`src/rtl/lightcube_pkg.sv`:
```
// rtl/lightcube_pkg.sv - shared constants and receiver state encoding for the light-cube frame path
package lightcube_pkg;

    localparam logic [7:0] SOF_BYTE    = 8'hA5;
    localparam int         FRAME_BYTES = 64;
    localparam int         FRAME_W     = 512;

    localparam logic [1:0] ST_IDLE = 2'd0;
    localparam logic [1:0] ST_DATA = 2'd1;
    localparam logic [1:0] ST_CSUM = 2'd2;

    typedef enum logic [1:0] {
        IDLE = ST_IDLE,
        DATA = ST_DATA,
        CSUM = ST_CSUM
    } state_t;

endpackage

```
`src/rtl/byte_timeout.sv`:
```
// rtl/byte_timeout.sv - inter-byte watchdog; expired pulses on the terminal count unless a byte clears it
module byte_timeout #(
    parameter int TIMEOUT_CYCLES = 200000
) (
    input  logic clk,
    input  logic rst,
    input  logic clr,
    input  logic en,
    output logic expired
);

    localparam int            TW       = (TIMEOUT_CYCLES > 1) ? $clog2(TIMEOUT_CYCLES) : 1;
    localparam logic [TW-1:0] TERMINAL = TW'(TIMEOUT_CYCLES - 1);

    logic [TW-1:0] r_count;
    logic          w_terminal;

    assign w_terminal = (r_count == TERMINAL);
    // A byte arriving on the terminal cycle wins over the timeout.
    assign expired    = en && !clr && w_terminal;

    always_ff @(posedge clk) begin
        if (!rst) begin
            r_count <= '0;
        end else if (clr || !en || w_terminal) begin
            r_count <= '0;
        end else begin
            r_count <= r_count + 1'b1;
        end
    end

endmodule

```
`src/rtl/uart_frame_rx.sv`:
```
// rtl/uart_frame_rx.sv - assembles SOF-framed 64-byte light-cube frames and commits them on a good checksum
module uart_frame_rx
    import lightcube_pkg::state_t, lightcube_pkg::IDLE, lightcube_pkg::DATA, lightcube_pkg::CSUM;
#(
    parameter logic [7:0] SOF            = lightcube_pkg::SOF_BYTE,
    parameter int         FRAME_BYTES    = lightcube_pkg::FRAME_BYTES,
    parameter int         TIMEOUT_CYCLES = 200000
) (
    input  logic                     clk_100M,
    input  logic                     rst,
    input  logic                     byte_valid,
    input  logic [7:0]               byte_data,
    output logic [FRAME_BYTES*8-1:0] frame,
    output logic                     frame_valid,
    output logic                     frame_err,
    output logic                     busy
);

    localparam int            CW   = $clog2(FRAME_BYTES);
    localparam int            FW   = FRAME_BYTES * 8;
    localparam logic [CW-1:0] LAST = CW'(FRAME_BYTES - 1);

    state_t        r_state;
    state_t        w_state_nxt;
    logic [CW-1:0] r_cnt;
    logic [7:0]    r_sum;
    logic [FW-1:0] r_staging;
    logic [FW-1:0] r_frame;
    logic          r_frame_valid;
    logic          r_frame_err;

    logic          w_start;
    logic          w_store;
    logic          w_commit;
    logic          w_err;
    logic          w_expired;
    logic          w_timer_en;

    assign w_timer_en = (r_state != IDLE);

    byte_timeout #(
        .TIMEOUT_CYCLES(TIMEOUT_CYCLES)
    ) u_timeout (
        .clk    (clk_100M),
        .rst    (rst),
        .clr    (byte_valid),
        .en     (w_timer_en),
        .expired(w_expired)
    );

    always_comb begin
        w_state_nxt = r_state;
        w_start     = 1'b0;
        w_store     = 1'b0;
        w_commit    = 1'b0;
        w_err       = 1'b0;
        case (r_state)
            IDLE: begin
                if (byte_valid && byte_data == SOF) begin
                    w_start     = 1'b1;
                    w_state_nxt = DATA;
                end
            end
            DATA: begin
                if (byte_valid) begin
                    w_store = 1'b1;
                    if (r_cnt == LAST) begin
                        w_state_nxt = CSUM;
                    end
                end else if (w_expired) begin
                    w_err       = 1'b1;
                    w_state_nxt = IDLE;
                end
            end
            CSUM: begin
                if (byte_valid) begin
                    w_commit    = (byte_data == r_sum);
                    w_err       = (byte_data != r_sum);
                    w_state_nxt = IDLE;
                end else if (w_expired) begin
                    w_err       = 1'b1;
                    w_state_nxt = IDLE;
                end
            end
            default: w_state_nxt = IDLE;
        endcase
    end

    always_ff @(posedge clk_100M) begin
        if (!rst) begin
            r_state       <= IDLE;
            r_cnt         <= '0;
            r_sum         <= '0;
            r_frame       <= '0;
            r_frame_valid <= 1'b0;
            r_frame_err   <= 1'b0;
        end else begin
            r_state       <= w_state_nxt;
            r_frame_valid <= w_commit;
            r_frame_err   <= w_err;
            if (w_start) begin
                r_cnt <= '0;
                r_sum <= '0;
            end else if (w_store) begin
                r_cnt <= r_cnt + 1'b1;
                r_sum <= r_sum + byte_data;
            end
            // Whole-frame copy in one edge so the scanner never sees a mix of frames.
            if (w_commit) begin
                r_frame <= r_staging;
            end
        end
    end

    always_ff @(posedge clk_100M) begin
        if (w_store) begin
            r_staging[{r_cnt, 3'b000} +: 8] <= byte_data;
        end
    end

    assign frame       = r_frame;
    assign frame_valid = r_frame_valid;
    assign frame_err   = r_frame_err;
    assign busy        = (r_state != IDLE);

endmodule

```
`config.mk`:
```
export PLATFORM = sky130hd
export DESIGN_NAME = uart_frame_rx
export DESIGN_NICKNAME = d
export VERILOG_FILES = /design/src/rtl/lightcube_pkg.sv /design/src/rtl/byte_timeout.sv /design/src/rtl/uart_frame_rx.sv
export SDC_FILE = /design/constraint.sdc
export NUM_CORES = 2
export LEC_CHECK = 0
export ABC_CLOCK_PERIOD_IN_PS = 4150
export BUFFER_PORTS_ARGS = -buffer_cell sky130_fd_sc_hd__buf_2
export CAP_MARGIN = 15
export CORE_MARGIN = 2
export CORE_UTILIZATION = 35
export DETAILED_ROUTE_END_ITERATION = 16
export SKIP_LAST_GASP = 1
export SLEW_MARGIN = 25
export SYNTH_ARGS = -nofsm -noshare
export SYNTH_HDL_FRONTEND = slang
export SYNTH_SLANG_ARGS = --single-unit
```
`constraint.sdc`:
```
create_clock -name clk_100M -period 4.15 [get_ports clk_100M]
set_input_delay 1.245 -clock clk_100M [delete_from_list [all_inputs] [get_ports clk_100M]]
set_output_delay 1.245 -clock clk_100M [all_outputs]
set_load 0.02 [all_outputs]
```
==> key figures <==
Timing
  – Hold Vio Cnt, Final: 0
  – Max-slew violations: 0
  – Worst Tran Pin Value: approximately 960 ps
  – Crit share post-route: 83.7%
  – F_max: about 290 MHz
  – Final number of setup-violating endpoints: 0
  – Setup TNS Final: 0 ps
  – Slew HR: a little over a third
  – RSZ-0062 raised after global routing: no
  – Final Critical Period: roughly 3500 ps
  – Skew final: 24.6 ps
  – Worst hold slack: roughly 440 ps
  – Worst setup margin: 678 ps

Min path
  – Worst hold stages: 1
  – Worst Hold Class: flop to flop

Floorplanning
  – Initial core utilization: about a third
  – Die height: 335 um
  – Core area: between 0.1 and 0.15 mm^2
  – I/O pin cnt: about 530
  – DIE AREA: 0.112 mm^2
  – # rows: between 100 and 150
  – Die Width: approximately 330 um

Synthesis
  – Sequential share of the synthesized area: 68.8%
  – Top cell type's share of synthesized area: approximately two fifths
  – EDFF count, synth: a little over 500
  – Post-Synthesis Cells: about 3800
  – Most common cell in the netlist: nand2_1
  – Syn_nets: between 3000 and 4000
  – #FFs+latches synth: ~1100
  – Number of library cell types mapped by synthesis: between 60 and 70
  – Area leader, netlist: edfxtp_1
  – Synth top cells by count: 1115 x nand2_1, 579 x nor2_1, 548 x dfxtp_1
  – Syn avg cell area: between 10 and 15 um^2
  – Commonest register cell after synthesis: dfxtp_1
  – FFs w/ async S/R, synth: 0%
  – Synth Warn #: 0
  – Mapped cell area: 0.0383 mm^2
  – Ranking of synthesized cells by area: edfxtp_1 40%, dfxtp_1 29%, nand2_1 11%, a21oi_1 6.8%, nor2_1 5.7%

Clock tree
  – Clock sink count: about 1100
  – Total CTS buffers: approximately 110
  – CTS root buf: clkbuf_16
  – H-tree levels: 3
  – Post-CTS sizing: 0
  – CTS tree: built
  – CTS Hold Bufs: 0
  – CTS Buffer Depth: 3
  – Clk pin slew, worst setup/hold paths: approximately 60 ps
  – Clock Latency Late Sink: 700 ps
  – Setup Fix Bufs, Post-CTS: 0

Drt
  – Avg WL per Cell: between 20 and 25 um
  – Iter 0 DRT Violations: 2754
  – Final wirelength: approximately 130000 um
  – Residual DRC: 0
  – Vias per cell: between 5 and 6
  – First drt pass iteration count: 6
  – Antenna-violating nets left: 0
  – Via count: just under 30000

Global route
  – GRT Residual Overflow: 0
  – Largest net degree at the start of global routing: about 110
  – First-pass GRT wire length: approximately 190000 um
  – Initial antenna violation count: 7
  – GRT Util Overall: between 20% and 30%
  – Number of global-route vias before repair: roughly 27000

Power
  – VDD IR max: between 0.3 and 0.4 mV
  – Comb pwr share: 1.9%
  – NetSw: 4.50 mW
  – Clock share of power: a little under half
  – Sequential power share: 52.0%
  – Pwr dens: roughly 450 mW/mm^2
  – Static leakage: roughly 17 nW
  – P_int: 16.4 mW
  – Switching share of power: 21.5%

Cells and area
  – Layout cells sized above 1: 19.6%
  – Fillcell total: ~11000
  – Fin cells: about 5800
  – Area grow syn2layout: 21.6%
  – Final core utilization: between 40% and 50%
  – # diodes: 0
  – Final layout net count: approximately 4400

Placement
  – Cell count after placement: around 5600
  – Hpwl dp: roughly 92000 um
  – Port bufs: 525
  – DP Worst Slack: 480 ps
  – Placer Congestion: 0.845

Worst setup path
  – Startpoint Class: flop
  – Crit path capture type: flop
  – WP data required: about 4500 ps
  – R2R cell count: 5
  – Crit Path Class: flop to flop
  – WP data arrival: roughly 3800 ps
  – Worst reg-to-reg setup slack: ~680 ps
  – Worst-path fanout max: 17

Outcome
  – Outcome: completed

Run
  – Max-cap violations: 0
## worst paths after layout
| path | start | to |
|---|---|---|
| worst max-delay path | r_cnt[2] | r_staging[399] |
| worst min-delay path | u_timeout.r_count[0] | u_timeout.r_count[0] |
| worst max register to register | r_cnt[2] | r_staging[399] |
| worst min register to register | u_timeout.r_count[0] | u_timeout.r_count[0] |
## metal layers
metal | share of wire [%] | GRT usage, %
met1 | 42 | 30.6
met2 | 45 | 34.8
met3 | 8.7 | 5.77
met4 | 4.4 | 9.55
met5 | 0.043 | 0
## critical path, stage by stage, from the launching register on
cell and delay, ps:
dfxtp_1 460, or3_4 470, or4_1 580, a211o_4 590, nand2b_4 340, nor3_2 640
## layout by cell type, fill, tap and decap left out, drive strengths merged, types with 2 or more instances in the layout
cell type	count
nor3b	4
and4	3
nor4	11
xnor2	19
nor2	584
nand2	1123
nand3	55
o31ai	3
a21oi	524
nand3b	4
clkinv	30
nand4	17
nor2b	2
xor2	11
nor4b	2
nor3	17
o21ai	8
a211oi	3
clkinvlp	3
ha	16
bufinv	6
nand2b	6
buf	672
a31oi	3
mux2i	2
or3	6
edfxtp	512
o31a	2
inv	25
dfxtp	548
and3	8
o2bb2ai	2
nand4b	2
clkbuf	154
and2	19
## power groups by stage
stage | clock (mW) | combinational, mW | sequential (mW)
4_1_cts | 9.79 | 0.391 | 10.9
5_1_grt | 10.2 | 0.420 | 10.9
6_report | 9.66 | 0.397 | 10.9
3_5_place_dp | 0 | 0.390 | 11.1
3_3_place_gp | 0 | 0.389 | 11.1
2_1_floorplan | 0 | 0.218 | 11.1
## layout make-up
class                      instances  area (um^2)  area share (%)
tap                             1414         1770            3.80
timing repair buffer             672         4030            8.65
clock inverter                    47          469            1.01
multi-input combinational       2471        10900            23.3
clock buffer                     154         3020            6.49
sequential                      1060        26300            56.6
inverter                          17         71.3           0.153
## registers in the layout (all words and copies together), names as in the netlist
| signal | count |
|---|---|
| frame | 512 |
| r_staging | 512 |
| u_timeout.r_count | 18 |
| r_sum | 8 |
| r_cnt | 6 |
| r_state | 2 |
| frame_err | 1 |
| frame_valid | 1 |
## cells by family (layout without fill, tap and decap cells)
family,after synthesis,in the layout,synth area share [%]
flops,1060,1060,68.8
mux,2,2,0.0523
simple gates,1866,1866,19.4
xor+xnor,30,30,0.686
compound gates,556,556,7.58
buf+inv,278,890,2.93
fa+ha+maj,17,17,0.575
## through the flow
step,area (um^2),total power [mW]
after floorplan,38300,11.3
after global placement,43100,11.5
after detailed placement,43100,11.5
final,46600,20.9
after global routing,46600,21.5
after CTS,46600,21.1
Note: power is estimated with default switching activity, not from simulation.
